### config.mk
export PLATFORM = sky130hd
export DESIGN_NAME = xor_unit_arbiter
export DESIGN_NICKNAME = d
export VERILOG_FILES = /design/src/rtl/xor_arb_pkg.sv /design/src/rtl/rr_picker.sv /design/src/rtl/thirtyTwoBitXor.sv /design/src/rtl/xor_unit_arbiter.sv
export SDC_FILE = /design/constraint.sdc
export NUM_CORES = 1
export LEC_CHECK = 0
export CAP_MARGIN = 20
export CORE_AREA = 2 2 123 125
export DETAILED_ROUTE_END_ITERATION = 8
export DIE_AREA = 0 0 125 127
export PLACE_DENSITY = 0.77
export SETUP_SLACK_MARGIN = 0.02
export SYNTH_ARGS = -nofsm -noshare
export SYNTH_HDL_FRONTEND = slang
export SYNTH_HIERARCHICAL = 1
export SYNTH_SLANG_ARGS = --single-unit
export TNS_END_PERCENT = 20
### constraint.sdc
create_clock -name clk -period 7.3 [get_ports clk]
set_input_delay 1.46 -clock clk [delete_from_list [all_inputs] [get_ports clk]]
set_output_delay 1.46 -clock clk [all_outputs]
set_load 0.005 [all_outputs]
### src/rtl/xor_arb_pkg.sv
`default_nettype none
// ============================================================================
//  Module      : xor_arb_pkg
//  Description : Shared types, constants and the round-robin search helper
//                used by the XOR unit arbiter.
//  Revision    : 1.0 - initial release
// ============================================================================
package xor_arb_pkg;

    typedef enum logic {
        IDLE = 1'b0,
        HOLD = 1'b1
    } state_t;

    localparam int DEFAULT_WIDTH = 32;

    // Largest requester count the helper supports; indices fit in 3 bits.
    localparam int MAX_NREQ = 8;

    // Next grant index: first valid requester scanning upward from last+1,
    // wrapping modulo nreq. Returns last when nothing is valid (callers gate
    // on any_valid). The scan runs downward so the nearest hit wins last.
    function automatic logic [2:0] rr_next(input logic [2:0] last,
                                           input logic [7:0] valid,
                                           input int         nreq);
        logic [2:0] idx;
        int         cand;
        idx = last;
        for (int k = MAX_NREQ; k >= 1; k--) begin
            if (k <= nreq) begin
                cand = (int'(last) + k) % nreq;
                if (valid[cand[2:0]]) begin
                    idx = cand[2:0];
                end
            end
        end
        return idx;
    endfunction

endpackage
`default_nettype wire

### src/rtl/rr_picker.sv
`default_nettype none
// ============================================================================
//  Module      : rr_picker
//  Description : Combinational round-robin selector. Picks the first valid
//                requester after last_grant and reports it one-hot and
//                as an index.
//  Revision    : 1.0 - initial release
// ============================================================================
module rr_picker
    import xor_arb_pkg::*;
#(
    parameter int NREQ = 4,
    parameter int IDW  = $clog2(NREQ)
) (
    input  logic [NREQ-1:0] valid,
    input  logic [IDW-1:0]  last_grant,
    output logic [NREQ-1:0] grant_onehot,
    output logic [IDW-1:0]  grant_idx,
    output logic            any_valid
);

    logic [7:0] w_valid8;
    logic [2:0] w_last3;
    logic [2:0] w_next3;

    assign w_valid8  = 8'(valid);
    assign w_last3   = 3'(last_grant);
    assign w_next3   = rr_next(w_last3, w_valid8, NREQ);
    assign grant_idx = IDW'(w_next3);
    assign any_valid = |valid;

    // One-hot form of the chosen index, empty when nobody is requesting.
    genvar i;
    generate
        for (i = 0; i < NREQ; i++) begin : g_onehot
            assign grant_onehot[i] = any_valid && (grant_idx == IDW'(i));
        end
    endgenerate

endmodule
`default_nettype wire

### src/rtl/thirtyTwoBitXor.sv
`default_nettype none
// ============================================================================
//  Module      : thirtyTwoBitXor
//  Description : Bitwise XOR of two WIDTH-bit operands built from a
//                per-bit generate loop.
//  Revision    : 1.0 - initial release
// ============================================================================
module thirtyTwoBitXor #(
    parameter int WIDTH = 32
) (
    input  logic [WIDTH-1:0] a,
    input  logic [WIDTH-1:0] b,
    output logic [WIDTH-1:0] result
);

    genvar i;
    generate
        for (i = 0; i < WIDTH; i++) begin : g_bit
            assign result[i] = a[i] ^ b[i];
        end
    endgenerate

endmodule
`default_nettype wire

### src/rtl/xor_unit_arbiter.sv
`default_nettype none
// ============================================================================
//  Module      : xor_unit_arbiter
//  Description : Round-robin shares one XOR datapath among NREQ requesters
//                and returns a registered result with id, zero flag and a
//                saturating completed-operation count.
//  Revision    : 1.0 - initial release
// ============================================================================
module xor_unit_arbiter
    import xor_arb_pkg::*;
#(
    parameter int WIDTH = DEFAULT_WIDTH,
    parameter int NREQ  = 4,
    parameter int IDW   = $clog2(NREQ),
    parameter int CNTW  = 16
) (
    input  logic                  clk,
    input  logic                  reset,
    input  logic [NREQ-1:0]       req_valid,
    input  logic [NREQ*WIDTH-1:0] req_a,
    input  logic [NREQ*WIDTH-1:0] req_b,
    output logic [NREQ-1:0]       req_ready,
    output logic                  rsp_valid,
    output logic [WIDTH-1:0]      rsp_data,
    output logic [IDW-1:0]        rsp_id,
    output logic                  rsp_zero,
    input  logic                  rsp_ready,
    output logic [CNTW-1:0]       op_count
);

    state_t           r_state;
    state_t           w_state_next;
    logic [IDW-1:0]   r_last_grant;
    logic [WIDTH-1:0] r_rsp_data;
    logic [IDW-1:0]   r_rsp_id;
    logic             r_rsp_zero;
    logic [CNTW-1:0]  r_op_count;

    logic [NREQ-1:0]  w_grant_onehot;
    logic [IDW-1:0]   w_grant_idx;
    logic             w_any_valid;
    logic             w_accept_ok;
    logic             w_accept;
    logic             w_consume;
    logic [WIDTH-1:0] w_a;
    logic [WIDTH-1:0] w_b;
    logic [WIDTH-1:0] w_xor;

    rr_picker #(
        .NREQ (NREQ),
        .IDW  (IDW)
    ) u_picker (
        .valid        (req_valid),
        .last_grant   (r_last_grant),
        .grant_onehot (w_grant_onehot),
        .grant_idx    (w_grant_idx),
        .any_valid    (w_any_valid)
    );

    // Grant path depends only on valid, state and rsp_ready, never on data.
    assign w_accept_ok = (r_state == IDLE) || ((r_state == HOLD) && rsp_ready);
    assign req_ready   = (!reset && w_accept_ok && w_any_valid) ? w_grant_onehot : '0;
    assign w_accept    = |req_ready;
    assign w_consume   = rsp_valid && rsp_ready;

    // Operand mux steering the winning requester into the shared XOR.
    always_comb begin
        w_a = '0;
        w_b = '0;
        for (int i = 0; i < NREQ; i++) begin
            if (w_grant_idx == IDW'(i)) begin
                w_a = req_a[i*WIDTH +: WIDTH];
                w_b = req_b[i*WIDTH +: WIDTH];
            end
        end
    end

    thirtyTwoBitXor #(
        .WIDTH (WIDTH)
    ) u_xor (
        .a      (w_a),
        .b      (w_b),
        .result (w_xor)
    );

    // State register.
    always_ff @(posedge clk) begin
        if (reset) begin
            r_state <= IDLE;
        end else begin
            r_state <= w_state_next;
        end
    end

    // Next state: a new acceptance always lands in HOLD; a bare consume empties.
    always_comb begin
        w_state_next = r_state;
        if (w_accept) begin
            w_state_next = HOLD;
        end else if (w_consume) begin
            w_state_next = IDLE;
        end
    end

    // Response payload and arbitration pointer, loaded on acceptance only.
    always_ff @(posedge clk) begin
        if (reset) begin
            r_rsp_data   <= '0;
            r_rsp_id     <= '0;
            r_rsp_zero   <= 1'b0;
            r_last_grant <= IDW'(NREQ - 1);
        end else if (w_accept) begin
            r_rsp_data   <= w_xor;
            r_rsp_id     <= w_grant_idx;
            r_rsp_zero   <= (w_xor == '0);
            r_last_grant <= w_grant_idx;
        end
    end

    // Completed-operation counter, sticks at all-ones.
    always_ff @(posedge clk) begin
        if (reset) begin
            r_op_count <= '0;
        end else if (w_consume && (r_op_count != '1)) begin
            r_op_count <= r_op_count + 1'b1;
        end
    end

    assign rsp_valid = (r_state == HOLD);
    assign rsp_data  = r_rsp_data;
    assign rsp_id    = r_rsp_id;
    assign rsp_zero  = r_rsp_zero;
    assign op_count  = r_op_count;

endmodule
`default_nettype wire
[Word level (Yosys, flattened, before mapping)]
Cells that the tools add are included.
Operators by class
  divide/modulo/power cells: 0
  reduce and logical (&&, ||, !) cells: 19
  $mul: 0
  shifts and indexed selects: 0
  mux-type cells: 23
  bitwise gates (word level): 37
  equal/unequal tests: 4
  add/subtract/negate cells: 5
  $lt $le $gt $ge: 4
Operators with widths (number)
  $mux W32: 8
  $logic_not A32 Y1: 1
  $xor A1 B1 Y1: 32
  $add A16 B1 Y16 const B: 1
  $lt A3 B4 Y1 const B: 4
  $ne A16 B16 Y1 const B: 1
  $bmux W1 S3: 4
  $logic_and A1 B1 Y1: 8
  $mux W2: 4
  $reduce_or A2 Y1: 4
  $reduce_or A4 Y1: 2
  $mux W1: 6
  $add A2 B1 Y2 const B: 2
  $add A2 B2 Y2 const B: 2
  $and A1 B1 Y1 const A: 4
  $eq A2 B2 Y1 const B: 2
  $mux W4: 1
  $eq A2 B1 Y1 const B: 1
  $logic_not A2 Y1: 1
  $reduce_bool A2 Y1: 1
  $logic_not A1 Y1: 1
  $logic_or A1 B1 Y1: 1
  $not A1 Y1: 1
Storage, ports and cells
  output and inout bits: 56
  ROM bits: 0
  register bits: 54
  bits of input ports: 263
  memories kept: 0
  bits in latches: 0
  bits in writable memories: 0
  logic and storage cells: 98

[Longest topological paths before layout]
  word-level depth: 16
  gate-level depth with buffers: 12

[By module]
The synthesis kept the hierarchy.
By module, submodules not included
  xor_unit_arbiter: cells each 353, area each 3712.3 um^2, times used 1
  thirtyTwoBitXor: cells each 32, area each 280.3 um^2, times used 1
  rr_picker: cells each 31, area each 175.2 um^2, times used 1

[Least setup slack after synthesis]
Ideal clock, no wire load.
  path kind: input-to-reg
  from: in req_valid[0]
  to: reg r_rsp_zero (netlist: rsp_zero)
  path slack: 3.019 ns
  data arrival time: 4.211 ns
  buffers on the path: 3
  stages: 10
  cells stage by stage: buf_4 -> o311ai_1 -> clkbuf_1 -> buf_2 -> mux4_2 -> xor2_1 -> nor4_1 -> nand4_1 -> or3_1 -> a21oi_1
Between the ends
  cells in the longest elaborated chain, start to end: 13
  elaborated cells between the ends (all ways): 65
  those cells by class: 3 x eq/ne; 21 x mux; 32 x bitwise; 9 x reduce/logical
RTL lines
  start: declaration: RTL line xor_unit_arbiter.sv:19  | input logic [NREQ-1:0] req_valid,
  $bmux W1 S3: RTL line xor_arb_pkg.sv:32  | if (valid[cand[2:0]]) begin
  $mux W1 (not written as such): RTL line xor_arb_pkg.sv:32
  $mux W2 (3 in a row): RTL line xor_arb_pkg.sv:32
  $mux W2 (*): RTL line xor_arb_pkg.sv:32
  net w_grant_idx[0]: RTL line xor_unit_arbiter.sv:40  | logic [IDW-1:0] w_grant_idx;
  $logic_not A2 Y1: RTL line xor_unit_arbiter.sv:71  | if (w_grant_idx == IDW'(i)) begin
  $mux W32 (3 in a row): RTL line xor_unit_arbiter.sv:71
  $mux W32 (*): RTL line xor_unit_arbiter.sv:71
  net w_b[25]: RTL line xor_unit_arbiter.sv:46  | logic [WIDTH-1:0] w_b;
  $xor A1 B1 Y1 (*): RTL line thirtyTwoBitXor.sv:19  | assign result[i] = a[i] ^ b[i];
  net w_xor[25]: RTL line xor_unit_arbiter.sv:47  | logic [WIDTH-1:0] w_xor;
  $logic_not A32 Y1 (*): RTL line xor_unit_arbiter.sv:115  | r_rsp_zero <= (w_xor == '0);
  end signal: assignment: RTL line xor_unit_arbiter.sv:115
  end: declaration: RTL line xor_unit_arbiter.sv:36  | logic r_rsp_zero;
The timed path passes the listed nets; every way through them passes the cells marked *. The select of a mux whose other input is x is not followed.
A chain may end at the register's enable or synchronous reset.

[Worst setup path in the final report]
  from: in req_valid[0]
  to: reg r_rsp_zero (netlist: rsp_zero)
Between the ends
  cells in the longest elaborated chain, start to end: 13
  elaborated cells between the ends (all ways): 65
  those cells by class: 3 x eq/ne; 21 x mux; 32 x bitwise; 9 x reduce/logical
RTL lines
  $bmux W1 S3: RTL line xor_arb_pkg.sv:32
  $mux W1 (not written as such): RTL line xor_arb_pkg.sv:32
  $mux W2 (3 in a row): RTL line xor_arb_pkg.sv:32
  $mux W2 (*): RTL line xor_arb_pkg.sv:32
  net w_grant_idx[1]: RTL line xor_unit_arbiter.sv:40
  $logic_not A2 Y1: RTL line xor_unit_arbiter.sv:71
  $mux W32 (3 in a row): RTL line xor_unit_arbiter.sv:71
  $mux W32 (*): RTL line xor_unit_arbiter.sv:71
  net w_a[1]: RTL line xor_unit_arbiter.sv:45  | logic [WIDTH-1:0] w_a;
  $xor A1 B1 Y1 (*): RTL line thirtyTwoBitXor.sv:19
  net w_xor[1]: RTL line xor_unit_arbiter.sv:47
  $logic_not A32 Y1 (*): RTL line xor_unit_arbiter.sv:115
Marked as above.

==> results by group <==
CTS
  • Setup Fix Bufs, Post-CTS: 0
  • Clock-pin transition on the worst setup and hold timing paths: 0.07 ns
  • Root buf cell: clkbuf_16
  • # H-tree levels: 2
  • CTS Sinks: 54
  • Post-CTS Hold Fix Bufs: 0
  • Post-cts repair resize count: 0
  • Worst-Skew Late Latency: 0.29 ns
  • Clock buffer depth: 2
  • CTS tree: built
  • Total CTS buffers: 5

Drt
  • DRT Pass-1 Iters: 4
  • Wire length per cell: 20.1 µm
  • Vias per Instance: approximately 5.2
  • Residual DRC count: 0
  • Detailed router's first-iteration violation count: 259
  • Vias: approximately 4700
  • Met3 routed WL: 1210 µm
  • Post-Route M1 WL: 6920 µm
  • Final ANT Viol Nets: 0
  • Detailed route wirelength on metal2: about 9600 µm
  • Total wire length: around 18000 µm
  • DR top layer: met4

Flow run
  • # Max-Cap Violations: 0

Status
  • Status: finished, final reports clean

Timing
  • Sum of negative setup slack: 0 ns
  • Final Setup Violations: 0
  • Final count of pins violating max slew: 0
  • Min cycle time layout: about 5 ns
  • Max Clock Skew: around 0.0093 ns
  • Slew Limit Headroom: between 20% and 30%
  • Fmax: 0.201 GHz
  • Hold Slack: between 0.4 and 0.5 ns
  • Final period util: between 60% and 70%
  • RSZ-0062 raised after global routing: false
  • Slew @ Worst Pin: roughly 1.0 ns
  • Hold Fails Final Rpt: 0

Floorplanning
  • Boundary pin count: ~320
  • Row Count: 44
  • Die area: between 15000 and 20000 µm²
  • Die H: 127 µm
  • Core area: between 10000 and 15000 µm²
  • Die Wd: 125 µm
  • Initial Utilization: 28.9%

Logic synthesis
  • Top cells by area, synth: mux4_2 35%, dfxtp_1 26%, nand2_1 7.1%
  • Biggest area consumer among synthesized cells: mux4_2
  • Main combinational cell family by area after synthesis: multiplexers
  • Mapped Cells: ~420
  • Syn Area/Cell: about 10 µm²
  • Post-Synth Adder-Cell Area: less than 1%
  • EDFF count, synth: 0
  • Post-synthesis sequential element count: 54
  • Post-Synth Simple-Gate Area: 17.6%
  • Mux share of post-synthesis cell area: around a third
  • Synth Area in XOR/XNOR: between 6 and 7%
  • Top cell type's share of synthesized area: between 30% and 40%
  • Synth Cell Area: 4170 µm²
  • Complex-gate fraction of the synthesized area: between 10% and 20%
  • Yosys warns: 6
  • Async set-or-reset flop fraction in the synthesized netlist: 0%
  • Post-synth net total: ~700
  • Post-synthesis sequential area ratio: 25.9%
  • Top-count cell post-synth: nand2_1
  • Synth top cells by count: 79 x nand2_1, 64 x mux4_2, 56 x a21oi_1, 54 x dfxtp_1, 32 x xor2_1
  • Dominant synthesized flop cell: dfxtp_1
  • Distinct cell type count after synthesis: 40

Pwr
  • Worst vdd ir: about 0.09 mV
  • P_leak: around 2.7 nW
  • Combinational share of power: between 50 and 60%
  • Switching portion of total power: roughly a third
  • Internal cell power: about 0.0009 W
  • Power density over the cells: roughly 170 nW/µm²
  • Sw power: a little over 0.0004 W
  • Seq pwr share: a little over a quarter
  • Clock network power share: slightly above 20%

Global routing
  • Initial antenna violation count: 1
  • Vias in the first global route: 4875
  • Largest net degree at the start of global routing: 66
  • Global Route Usage Sum: 22.0%
  • GRT Residual Overflow: 0
  • Wire length of the first global-routing pass: 27400 µm

Layout
  • P&R area growth vs syn: 85.0%
  • Final non-filler cell area: about 7700 µm²
  • Layout cell share with drive strength beyond 1: around 12%
  • Post-layout nets: 982

Critical path
  • Critical path endpoint category: register
  • CP Data Required Time: roughly 7.5 ns
  • CP Launch Type: input pin
  • Worst Path Arrival: 5.20 ns
  • FF-to-FF setup slack: between 3 and 4 ns
  • CP Max Fanout: 27
  • Crit Path Class: in -> reg

Place
  • Gpl congestion: 0.935
  • Placed inst area: between 7000 and 8000 µm²
  • Post-detailed-placement half-perimeter wirelength: around 15000 µm
  • Port bufs: approximately 320

Hold path
  • HP Class: reg -> reg
==> cells by family after synthesis <==
group | after synthesis
muxes | 66
AOI/OAI and AO/OA | 79
DFF | 54
xor gates and xnor gates | 32
and+or+nand+nor | 148
buffers and inverters | 36
adders and majority gates | 1
==> power groups by stage <==
stage          Combinational [W]  Clock [W]  Sequential (W)
2_1_floorplan           0.000367          0        0.000354
5_1_grt                 0.000718   0.000283        0.000353
3_3_place_gp            0.000665          0        0.000353
4_1_cts                 0.000677   0.000271        0.000349
6_report                0.000672   0.000265        0.000349
3_5_place_dp            0.000674          0        0.000355
==> through the flow <==
stage | std cells | utilization [%] | setup WS (ns) | power [W]
floorplan | 416 | - | 3.02 | 0.000722
global placement | 895 | 52.3 | 2.11 | 0.00102
detailed placement | 895 | 52.3 | 2.05 | 0.00103
CTS | 903 | 53.4 | 2.35 | 0.00130
global route | 904 | 53.5 | 2.13 | 0.00135
finish | 905 | 53.5 | 2.31 | 0.00129
==> layout make-up <==
cell class | count | area, µm²
fillers | 1295 | 6710
repair buffers | 326 | 3250
multi-input cells | 326 | 2960
flip-flops and latches | 54 | 1080
well taps | 184 | 230
clock buffers | 7 | 133
clock inverters | 1 | 30.0
inverters | 5 | 18.8
diodes | 2 | 5.00
==> layer usage <==
| layer | track usage, % | vias up |
|---|---|---|
| li1 | - | 2203 |
| met1 | 26.1 | 2262 |
| met2 | 40.0 | 227 |
| met3 | 4.77 | 28 |
| met4 | 6.27 | 0 |
| met5 | 0 | - |
==> final timing paths <==
check                               endpoint  depth (start not counted)             from
worst min-delay path            rsp_data[26]                          2     rsp_data[26]
worst min register to register  rsp_data[26]                          2     rsp_data[26]
worst max-delay path                rsp_zero                         11     req_valid[0]
worst max register to register      rsp_zero                         10  r_last_grant[1]
==> placed cells by master (no fill, tap or decap), drive strengths merged <==
cell type / count
o221a: 1
a21oi: 56
o31ai: 9
dfxtp: 54
nor4: 10
inv: 5
o31a: 1
o311ai: 1
ha: 1
mux2: 1
nand4: 7
nor2b: 5
or4: 10
clkbuf: 7
and3: 6
mux4: 64
and2: 1
o41ai: 1
nand2: 79
nand3b: 1
a21o: 1
clkdlybuf4s50: 317
buf: 9
xor2: 32
a211oi: 2
diode: 2
bufinv: 1
nand2b: 3
nor2: 7
nor3: 5
nand3: 7
o21a: 1
and4: 1
or2: 1
or3: 5
mux2i: 1
o21ai: 6
==> critical path, stage by stage <==
cell	delay (ns)
clkdlybuf4s50_1	0.59
a21oi_1	0.22
a21oi_1	0.09
a21oi_4	0.84
buf_4	0.32
mux4_2	0.36
xor2_1	0.18
nor4_1	0.39
nand4_1	0.22
or3_1	0.35
a21oi_1	0.14
==> sequential cells by signal, indices dropped and copies added, names as in the netlist <==
| register | flops |
|---|---|
| rsp_id | 2 |
| rsp_valid | 1 |
| rsp_zero | 1 |
| rsp_data | 32 |
| r_last_grant | 2 |
| op_count | 16 |
No activity file was read; power rests on OpenSTA's default activity.
